**src/rtl/uart_rx_fifo.sv**
```systemverilog
// uart_rx_fifo: oversampling UART receiver feeding a receive FIFO, with a
// two-register bus slave for reading data and control/status.
//
// Ports
//   clk_clk      single system clock
//   reset_reset  synchronous, active-high reset
//   uart_rxd     asynchronous serial input, idle high
//   address      register select: 0 = data, 1 = control/status
//   chipselect   bus access qualifier
//   read, write  bus strobes
//   writedata    32-bit write data
//   readdata     32-bit registered read data (latency 1, held until next read)
//   irq          level interrupt: RE & FIFO not empty (registered)
//
// Receiver FSM
//   state    | meaning
//   ---------+---------------------------------------------------------------
//   S_IDLE   | line idle, waiting for a falling edge
//   S_START  | half a bit into the start bit, confirming it is still low
//   S_DATA   | sampling payload bits, LSB first, one per bit period
//   S_PARITY | sampling the parity bit (only when PARITY != 0)
//   S_STOP   | sampling the stop bit; push the frame if it is good
//   S_BREAK  | stop bit was low; wait for the line to return high
//
// Data register read:    [DATA_BITS-1:0] head, [15] RVALID, [31:16] count
// Control/status read:   [0] RE, [8] RI, [9] PE, [10] FE, [11] OV, [31:16] count
// Control write:         [0] loads RE, [9]/[10]/[11] clear PE/FE/OV

module uart_rx_fifo #(
    parameter int CLK_HZ     = 50000000,
    parameter int BAUD       = 115200,
    parameter int OVERSAMPLE = 16,
    parameter int DATA_BITS  = 8,
    parameter int PARITY     = 0,
    parameter int FIFO_DEPTH = 64
) (
    input  logic        clk_clk,
    input  logic        reset_reset,
    input  logic        uart_rxd,
    input  logic        address,
    input  logic        chipselect,
    input  logic        read,
    input  logic        write,
    input  logic [31:0] writedata,
    output logic [31:0] readdata,
    output logic        irq
);

    // Rounded clocks per sample tick, never below 1.
    localparam int TICK_RATE = BAUD * OVERSAMPLE;
    localparam int DIV_RAW   = (CLK_HZ + TICK_RATE / 2) / TICK_RATE;
    localparam int DIV       = (DIV_RAW < 1) ? 1 : DIV_RAW;
    localparam int DIV_W     = (DIV > 1) ? $clog2(DIV) : 1;
    localparam int OS_W      = $clog2(OVERSAMPLE);
    localparam int BIT_W     = (DATA_BITS > 1) ? $clog2(DATA_BITS) : 1;
    localparam int AW        = $clog2(FIFO_DEPTH);
    localparam int CW        = AW + 1;

    localparam logic [DIV_W-1:0] DIV_LAST  = DIV_W'(DIV - 1);
    localparam logic [OS_W-1:0]  HALF_LAST = OS_W'(OVERSAMPLE / 2 - 1);
    localparam logic [OS_W-1:0]  FULL_LAST = OS_W'(OVERSAMPLE - 1);
    localparam logic [BIT_W-1:0] BITS_LAST = BIT_W'(DATA_BITS - 1);
    localparam logic [CW-1:0]    DEPTH_CNT = CW'(FIFO_DEPTH);

    typedef enum logic [2:0] {
        S_IDLE,
        S_START,
        S_DATA,
        S_PARITY,
        S_STOP,
        S_BREAK
    } state_t;

    state_t state;
    state_t state_nxt;

    // ------------------------------------------------------------------
    // Input synchronizer and falling-edge detect
    // ------------------------------------------------------------------
    logic rxd_meta;
    logic rxd_sync;
    logic rxd_prev;
    logic line_fall;

    always_ff @(posedge clk_clk) begin
        if (reset_reset) begin
            rxd_meta <= 1'b1;
            rxd_sync <= 1'b1;
            rxd_prev <= 1'b1;
        end else begin
            rxd_meta <= uart_rxd;
            rxd_sync <= rxd_meta;
            rxd_prev <= rxd_sync;
        end
    end

    assign line_fall = rxd_prev & ~rxd_sync;

    // ------------------------------------------------------------------
    // Timers: free-running tick divider, per-bit tick counter, bit counter
    // ------------------------------------------------------------------
    logic [DIV_W-1:0]     div_cnt;
    logic [OS_W-1:0]      tick_cnt;
    logic [BIT_W-1:0]     bit_cnt;
    logic [DATA_BITS-1:0] shift_reg;
    logic                 frame_bad;
    logic                 push_req;
    logic [DATA_BITS-1:0] push_data;
    logic                 tick;
    logic                 sample_now;
    logic                 par_expect;

    assign tick       = (div_cnt == '0);
    assign sample_now = tick && (tick_cnt == '0);
    // Parity bit value that makes the frame valid for the selected mode.
    assign par_expect = (PARITY == 1) ? ~(^shift_reg) : (^shift_reg);

    // FSM controls
    logic start_det;
    logic load_full;
    logic shift_en;
    logic bits_load;
    logic pe_set;
    logic fe_set;
    logic stop_ok;

    // ------------------------------------------------------------------
    // FSM: state register
    // ------------------------------------------------------------------
    always_ff @(posedge clk_clk) begin
        if (reset_reset) begin
            state <= S_IDLE;
        end else begin
            state <= state_nxt;
        end
    end

    // ------------------------------------------------------------------
    // FSM: next state
    // ------------------------------------------------------------------
    always_comb begin
        state_nxt = state;
        case (state)
            S_IDLE: begin
                if (line_fall) state_nxt = S_START;
            end
            S_START: begin
                if (sample_now) state_nxt = rxd_sync ? S_IDLE : S_DATA;
            end
            S_DATA: begin
                if (sample_now && (bit_cnt == '0))
                    state_nxt = (PARITY != 0) ? S_PARITY : S_STOP;
            end
            S_PARITY: begin
                if (sample_now) state_nxt = S_STOP;
            end
            S_STOP: begin
                if (sample_now) state_nxt = rxd_sync ? S_IDLE : S_BREAK;
            end
            S_BREAK: begin
                if (rxd_sync) state_nxt = S_IDLE;
            end
            default: state_nxt = S_IDLE;
        endcase
    end

    // ------------------------------------------------------------------
    // FSM: outputs
    // ------------------------------------------------------------------
    always_comb begin
        start_det = 1'b0;
        load_full = 1'b0;
        shift_en  = 1'b0;
        bits_load = 1'b0;
        pe_set    = 1'b0;
        fe_set    = 1'b0;
        stop_ok   = 1'b0;
        case (state)
            S_IDLE: begin
                start_det = line_fall;
            end
            S_START: begin
                load_full = sample_now;
                bits_load = sample_now;
            end
            S_DATA: begin
                load_full = sample_now;
                shift_en  = sample_now;
            end
            S_PARITY: begin
                load_full = sample_now;
                pe_set    = sample_now && (rxd_sync != par_expect);
            end
            S_STOP: begin
                // A parity-failed frame still runs through STOP so framing
                // is checked and the receiver stays bit-aligned.
                stop_ok = sample_now && rxd_sync && !frame_bad;
                fe_set  = sample_now && !rxd_sync;
            end
            default: begin
            end
        endcase
    end

    // ------------------------------------------------------------------
    // Receive datapath
    // ------------------------------------------------------------------
    always_ff @(posedge clk_clk) begin
        if (reset_reset) begin
            div_cnt   <= '0;
            tick_cnt  <= '0;
            bit_cnt   <= '0;
            shift_reg <= '0;
            frame_bad <= 1'b0;
            push_req  <= 1'b0;
            push_data <= '0;
        end else begin
            // Restarting on the start edge centres every later sample
            // in its bit cell.
            if (start_det || tick) begin
                div_cnt <= DIV_LAST;
            end else begin
                div_cnt <= div_cnt - 1'b1;
            end

            if (start_det) begin
                tick_cnt <= HALF_LAST;
            end else if (load_full) begin
                tick_cnt <= FULL_LAST;
            end else if (tick && (tick_cnt != '0)) begin
                tick_cnt <= tick_cnt - 1'b1;
            end

            if (bits_load) begin
                bit_cnt <= BITS_LAST;
            end else if (shift_en && (bit_cnt != '0)) begin
                bit_cnt <= bit_cnt - 1'b1;
            end

            if (shift_en) begin
                shift_reg <= {rxd_sync, shift_reg[DATA_BITS-1:1]};
            end

            if (start_det) begin
                frame_bad <= 1'b0;
            end else if (pe_set) begin
                frame_bad <= 1'b1;
            end

            push_req <= stop_ok;
            if (stop_ok) begin
                push_data <= shift_reg;
            end
        end
    end

    // ------------------------------------------------------------------
    // Bus decode and FIFO
    // ------------------------------------------------------------------
    logic                 rd_data;
    logic                 rd_ctrl;
    logic                 wr_ctrl;
    logic                 fifo_empty;
    logic                 fifo_full;
    logic                 pop;
    logic                 push_ok;
    logic                 ov_set;
    logic [AW-1:0]        wr_ptr;
    logic [AW-1:0]        rd_ptr;
    logic [CW-1:0]        count;
    logic [DATA_BITS-1:0] mem [FIFO_DEPTH];

    assign rd_data    = chipselect & read & ~address;
    assign rd_ctrl    = chipselect & read & address;
    assign wr_ctrl    = chipselect & write & address;
    assign fifo_empty = (count == '0);
    assign fifo_full  = (count == DEPTH_CNT);
    assign pop        = rd_data & ~fifo_empty;
    // A pop in the same cycle frees the slot the push lands in.
    assign push_ok    = push_req & (~fifo_full | pop);
    assign ov_set     = push_req & fifo_full & ~pop;

    always_ff @(posedge clk_clk) begin
        if (push_ok) begin
            mem[wr_ptr] <= push_data;
        end
    end

    always_ff @(posedge clk_clk) begin
        if (reset_reset) begin
            wr_ptr <= '0;
            rd_ptr <= '0;
            count  <= '0;
        end else begin
            if (push_ok) wr_ptr <= wr_ptr + 1'b1;
            if (pop)     rd_ptr <= rd_ptr + 1'b1;
            case ({push_ok, pop})
                2'b10:   count <= count + 1'b1;
                2'b01:   count <= count - 1'b1;
                default: count <= count;
            endcase
        end
    end

    // ------------------------------------------------------------------
    // Control / sticky status
    // ------------------------------------------------------------------
    logic re;
    logic pe;
    logic fe;
    logic ov;

    always_ff @(posedge clk_clk) begin
        if (reset_reset) begin
            re <= 1'b0;
            pe <= 1'b0;
            fe <= 1'b0;
            ov <= 1'b0;
        end else begin
            if (wr_ctrl) re <= writedata[0];
            // Set beats clear when both happen in one cycle.
            pe <= (pe & ~(wr_ctrl & writedata[9]))  | pe_set;
            fe <= (fe & ~(wr_ctrl & writedata[10])) | fe_set;
            ov <= (ov & ~(wr_ctrl & writedata[11])) | ov_set;
        end
    end

    logic unused_wdata;
    assign unused_wdata = ^{writedata[31:12], writedata[8:1]};

    // ------------------------------------------------------------------
    // Read response and interrupt
    // ------------------------------------------------------------------
    logic [31:0] data_word;
    logic [31:0] status_word;

    always_comb begin
        data_word                  = '0;
        data_word[DATA_BITS-1:0]   = mem[rd_ptr];
        data_word[15]              = 1'b1;
        data_word[31:16]           = 16'(count);

        status_word                = '0;
        status_word[0]             = re;
        status_word[8]             = ~fifo_empty;
        status_word[9]             = pe;
        status_word[10]            = fe;
        status_word[11]            = ov;
        status_word[31:16]         = 16'(count);
    end

    always_ff @(posedge clk_clk) begin
        if (reset_reset) begin
            readdata <= '0;
            irq      <= 1'b0;
        end else begin
            if (rd_data) begin
                readdata <= fifo_empty ? 32'd0 : data_word;
            end else if (rd_ctrl) begin
                readdata <= status_word;
            end
            irq <= re & ~fifo_empty;
        end
    end

endmodule

```
**config.mk**
```make
export PLATFORM = sky130hd
export DESIGN_NAME = uart_rx_fifo
export DESIGN_NICKNAME = d
export VERILOG_FILES = /design/src/rtl/uart_rx_fifo.sv
export SDC_FILE = /design/constraint.sdc
export NUM_CORES = 1
export LEC_CHECK = 0
export ABC_CLOCK_PERIOD_IN_PS = 5660
export CAP_MARGIN = 10
export CORE_MARGIN = 3
export CORE_UTILIZATION = 45
export CTS_CLUSTER_SIZE = 30
export DETAILED_ROUTE_END_ITERATION = 10
export PLACE_DENSITY_LB_ADDON = 0.05
export REMOVE_ABC_BUFFERS = 1
export SLEW_MARGIN = 20
export SYNTH_ARGS = -nofsm -noshare
export SYNTH_HDL_FRONTEND = slang
export SYNTH_SLANG_ARGS = --single-unit
export TNS_END_PERCENT = 20
```
**constraint.sdc**
```tcl
create_clock -name clk_clk -period 5.66 [get_ports clk_clk]
set_input_delay 0.566 -clock clk_clk [delete_from_list [all_inputs] [get_ports clk_clk]]
set_output_delay 0.566 -clock clk_clk [all_outputs]
set_load 0.03 [all_outputs]
```
==> run_results.csv <==
group,metric,value,unit
run_status,outcome,"completed",
yosys,synth-edff-count,512,
yosys,ys_ff_latch,598,
setup_path,timing.rr.end,"mem[23][2]",
clocking,cts_setup_buffers,0,
clocking,h-tree-depth,2,
placed_design,portBuffers,31,
placed_design,gp_congestion,0.7850,
yosys,netlist_instances,1339,
clocking,clock-sinks,598,
pwr,irDropWorstVdd,0.2425,mV
global_routing,grt_pass1_vias,12150,
setup_path,r2r_cells,4,
yosys,synthDistinctLibCells,71,
pwr,p_per_area,341.1,mW/mm²
placed_design,dpl.hpwl,32630,µm
global_routing,grtUsageTotal,19.51,%
yosys,ys_seq_area_share,72.15,%
floorplanning,die-area,0.05545,mm²
yosys,synthArstFlopShare,0,%
global_routing,grt_pass1_wl,80740,µm
route,first_iter_violations,923,
sta,slew_headroom,31.56,%
clocking,cts_max_path_buffers,3,
sta,hold_viol_final,0,
setup_path,startpoint_type,"input port",
yosys,syn_avg_cell_area,17.70,µm²
hold_path,min_path_cells,4,
setup_path,critPathRequiredTime,5.89,ns
yosys,synth_flop_cell,"edfxtp_1",
clocking,post_cts_resize_count,0,
setup_path,crit_fanout,11,
pwr,sw_frac_of_total,20.37,%
route,num_vias,12050,
hold_path,hold_start,"reset_reset",
setup_path,rrSetupSlack,2.25,ns
cells_and_area,final_area,0.02665,mm²
floorplanning,die_h,235.5,µm
yosys,netlist_area,0.02370,mm²
pwr,seqPwrFrac,52.7,%
route,wl_per_cell,25.54,µm
sta,fin_setup_tns,0,ns
yosys,synthTopCellsByCount,"edfxtp_1 (512), mux4_2 (131), nor2_1 (113)",
cells_and_area,syn_to_final_growth,12.47,%
pwr,power_switching,1852,µW
route,drc_errors,0,
setup_path,endpoint_kind,"flop",
setup_path,cp.buffers_inverters,1,
floorplanning,rows,83,
placed_design,placed_area,0.02464,mm²
setup_path,path_cells,"clkdlybuf4s50_1, nand3b_1, a41oi_2, nand4_1, nor2_1",
yosys,synth.most_common_cell,"edfxtp_1",
pwr,combPwrFrac,2.8,%
cells_and_area,reg_top3,"mem: 512 flops, readdata: 20 flops",
setup_path,cp_slowest_cell,"nor2_1",
cells_and_area,regMostFlops,"mem",
pwr,p_clk_share,44.5,%
cells_and_area,num_antenna_cells,0,
setup_path,reg2reg_from,"count[1]",
sta,rsz0062_at_grt,"false",
cells_and_area,fin_nets,1425,
clocking,worstSkewPairLatency,0.62,ns
floorplanning,fp.dieW,235.5,µm
yosys,ys_warn_count,0,
route,routed_wl,53810,µm
floorplanning,pin_count,72,
cells_and_area,drive_gt1_share,19.90,%
sta,tightest_slew,1.025,ns
route,drt-pass1-iter-count,5,
clocking,cts_tree,"done",
setup_path,cp_top_family,"simple AND/OR/NAND/NOR gates",
cells_and_area,largest_reg_flops,512,
sta,setup_violations,0,
sta,slew_violations,0,
hold_path,min_path_type,"input port to flop",
yosys,synthTopCellsByArea,"edfxtp_1 (65%), mux4_2 (12%), dfxtp_1 (7.3%)",
global_routing,gr-total-overflow,0,
route,ant_nets,0,
sta,min_period,3.572,ns
floorplanning,start_util,45.82,%
global_routing,grt_start_max_net_pins,71,
setup_path,critPathArrivalTime,3.80,ns
clocking,cts_buffers,61,
yosys,yosysTopAreaCellShare,64.89,%
hold_path,holdPathEnd,"state[2]",
yosys,synth_top_area_cell,"edfxtp_1",
clocking,hold_buffers,0,
pwr,p_int,7239,µW
setup_path,worstSetupPathType,"input port to flop",
floorplanning,core_area,0.05172,mm²
global_routing,antenna_found_initial,0,
sta,finClkSkew,0.02408,ns
setup_path,critical_path.max_stage_delay,0.97,ns
run,max-cap-violations,0,
sta,fmax,280.0,MHz
pwr,p_leak,0.008221,µW
sta,finalCritPeriodShare,63.11,%
clocking,cts.clk_slew.worst_paths,0.06,ns
route,via_per_inst,5.719,
clocking,root_buffer,"clkbuf_16",
[final cells by class]
type | count | area, µm²
flip-flops and latches | 598 | 17120
clock buffers | 73 | 1614
well taps | 680 | 850.8
clock inverters | 40 | 395.4
fillers | 4221 | 25070
repair buffers | 48 | 457.9
inverters | 13 | 48.80
multi-input cells | 655 | 6163
[worst max-delay path by stage]
| stage | startpoint | to | slack (ns) | cells past startpoint |
|---|---|---|---|---|
| 5_1_grt | address | mem[23][2] | 1.88 | 5 |
| 4_1_cts | address | mem[31][3] | 2.05 | 5 |
| 6_report | address | mem[23][2] | 2.09 | 5 |
| 3_3_place_gp | address | mem[31][5] | 1.49 | 5 |
| 3_5_place_dp | address | mem[31][3] | 1.38 | 5 |
| 2_1_floorplan | flop | readdata[7] | 0.07 | 5 |
[power groups by stage]
| stage | sequential [µW] | combinational [µW] | clock [µW] |
|---|---|---|---|
| after CTS | 4790 | 259 | 4150 |
| after detailed placement | 4880 | 257 | 0 |
| after global routing | 4790 | 288 | 4310 |
| final | 4790 | 256 | 4050 |
| after global placement | 4880 | 251 | 0 |
| after floorplan | 4870 | 198 | 0 |
[layer usage]
metal | track usage [%] | routed length (µm)
met1 | 28.32 | 24020
met2 | 30.79 | 25700
met3 | 2.858 | 2627
met4 | 6.139 | 1462
met5 | 0 | 0
[tightest hold or removal path, stage by stage]
cell,delay (ns)
buf_2,0.09
inv_1,0.12
o41ai_1,0.09
a21oi_1,0.04
[per-stage QoR]
step / utilization [%] / total power, µW / setup WS (ns) / hold slack [ns] / std cells
2_1_floorplan: - / 5070 / 0.07018 / 0.3895 / 1266
3_3_place_gp: 47.64 / 5132 / 1.486 / 0.4017 / 1994
3_5_place_dp: 47.64 / 5139 / 1.381 / 0.3967 / 1994
4_1_cts: 51.53 / 9195 / 2.046 / 0.3127 / 2107
5_1_grt: 51.53 / 9394 / 1.881 / 0.3727 / 2107
6_report: 51.53 / 9091 / 2.088 / 0.3473 / 2107
[placed cells by master, fill, tap and decap left out, drive strengths merged, types with 3 or more instances in the layout]
cell type        n
a21oi           47
a221oi           3
a22oi            8
a31oi            7
a32oi            3
and2             3
buf             18
bufinv           8
clkbuf          73
clkdlybuf4s50   30
clkinv          28
conb            12
dfxtp           86
edfxtp         512
ha               9
inv             15
mux2            11
mux2i           39
mux4           131
nand2           76
nand3           22
nand3b           9
nand4           12
nor2           114
nor2b           10
nor3             8
nor4             5
o211ai          10
o21ai           21
o22ai           13
or2              6
or3              8
or3b             6
xnor2           12
xor2            12
[logic make-up (layout without fill, tap and decap cells)]
group                    Yosys count  after routing  synth area share [%]
AO/OA/AOI/OAI                    135            135                 3.781
multiplexers                     181            181                 14.62
adder cells (fa/ha/maj)            9              9                0.4752
AND/OR/NAND/NOR                  293            293                 5.935
XOR/XNOR                          25             25                0.9821
other                              1             12               0.01583
flip-flops                       598            598                 72.15
buffers and inverters             97            174                 2.038
No activity file was read; power rests on OpenSTA's default activity.
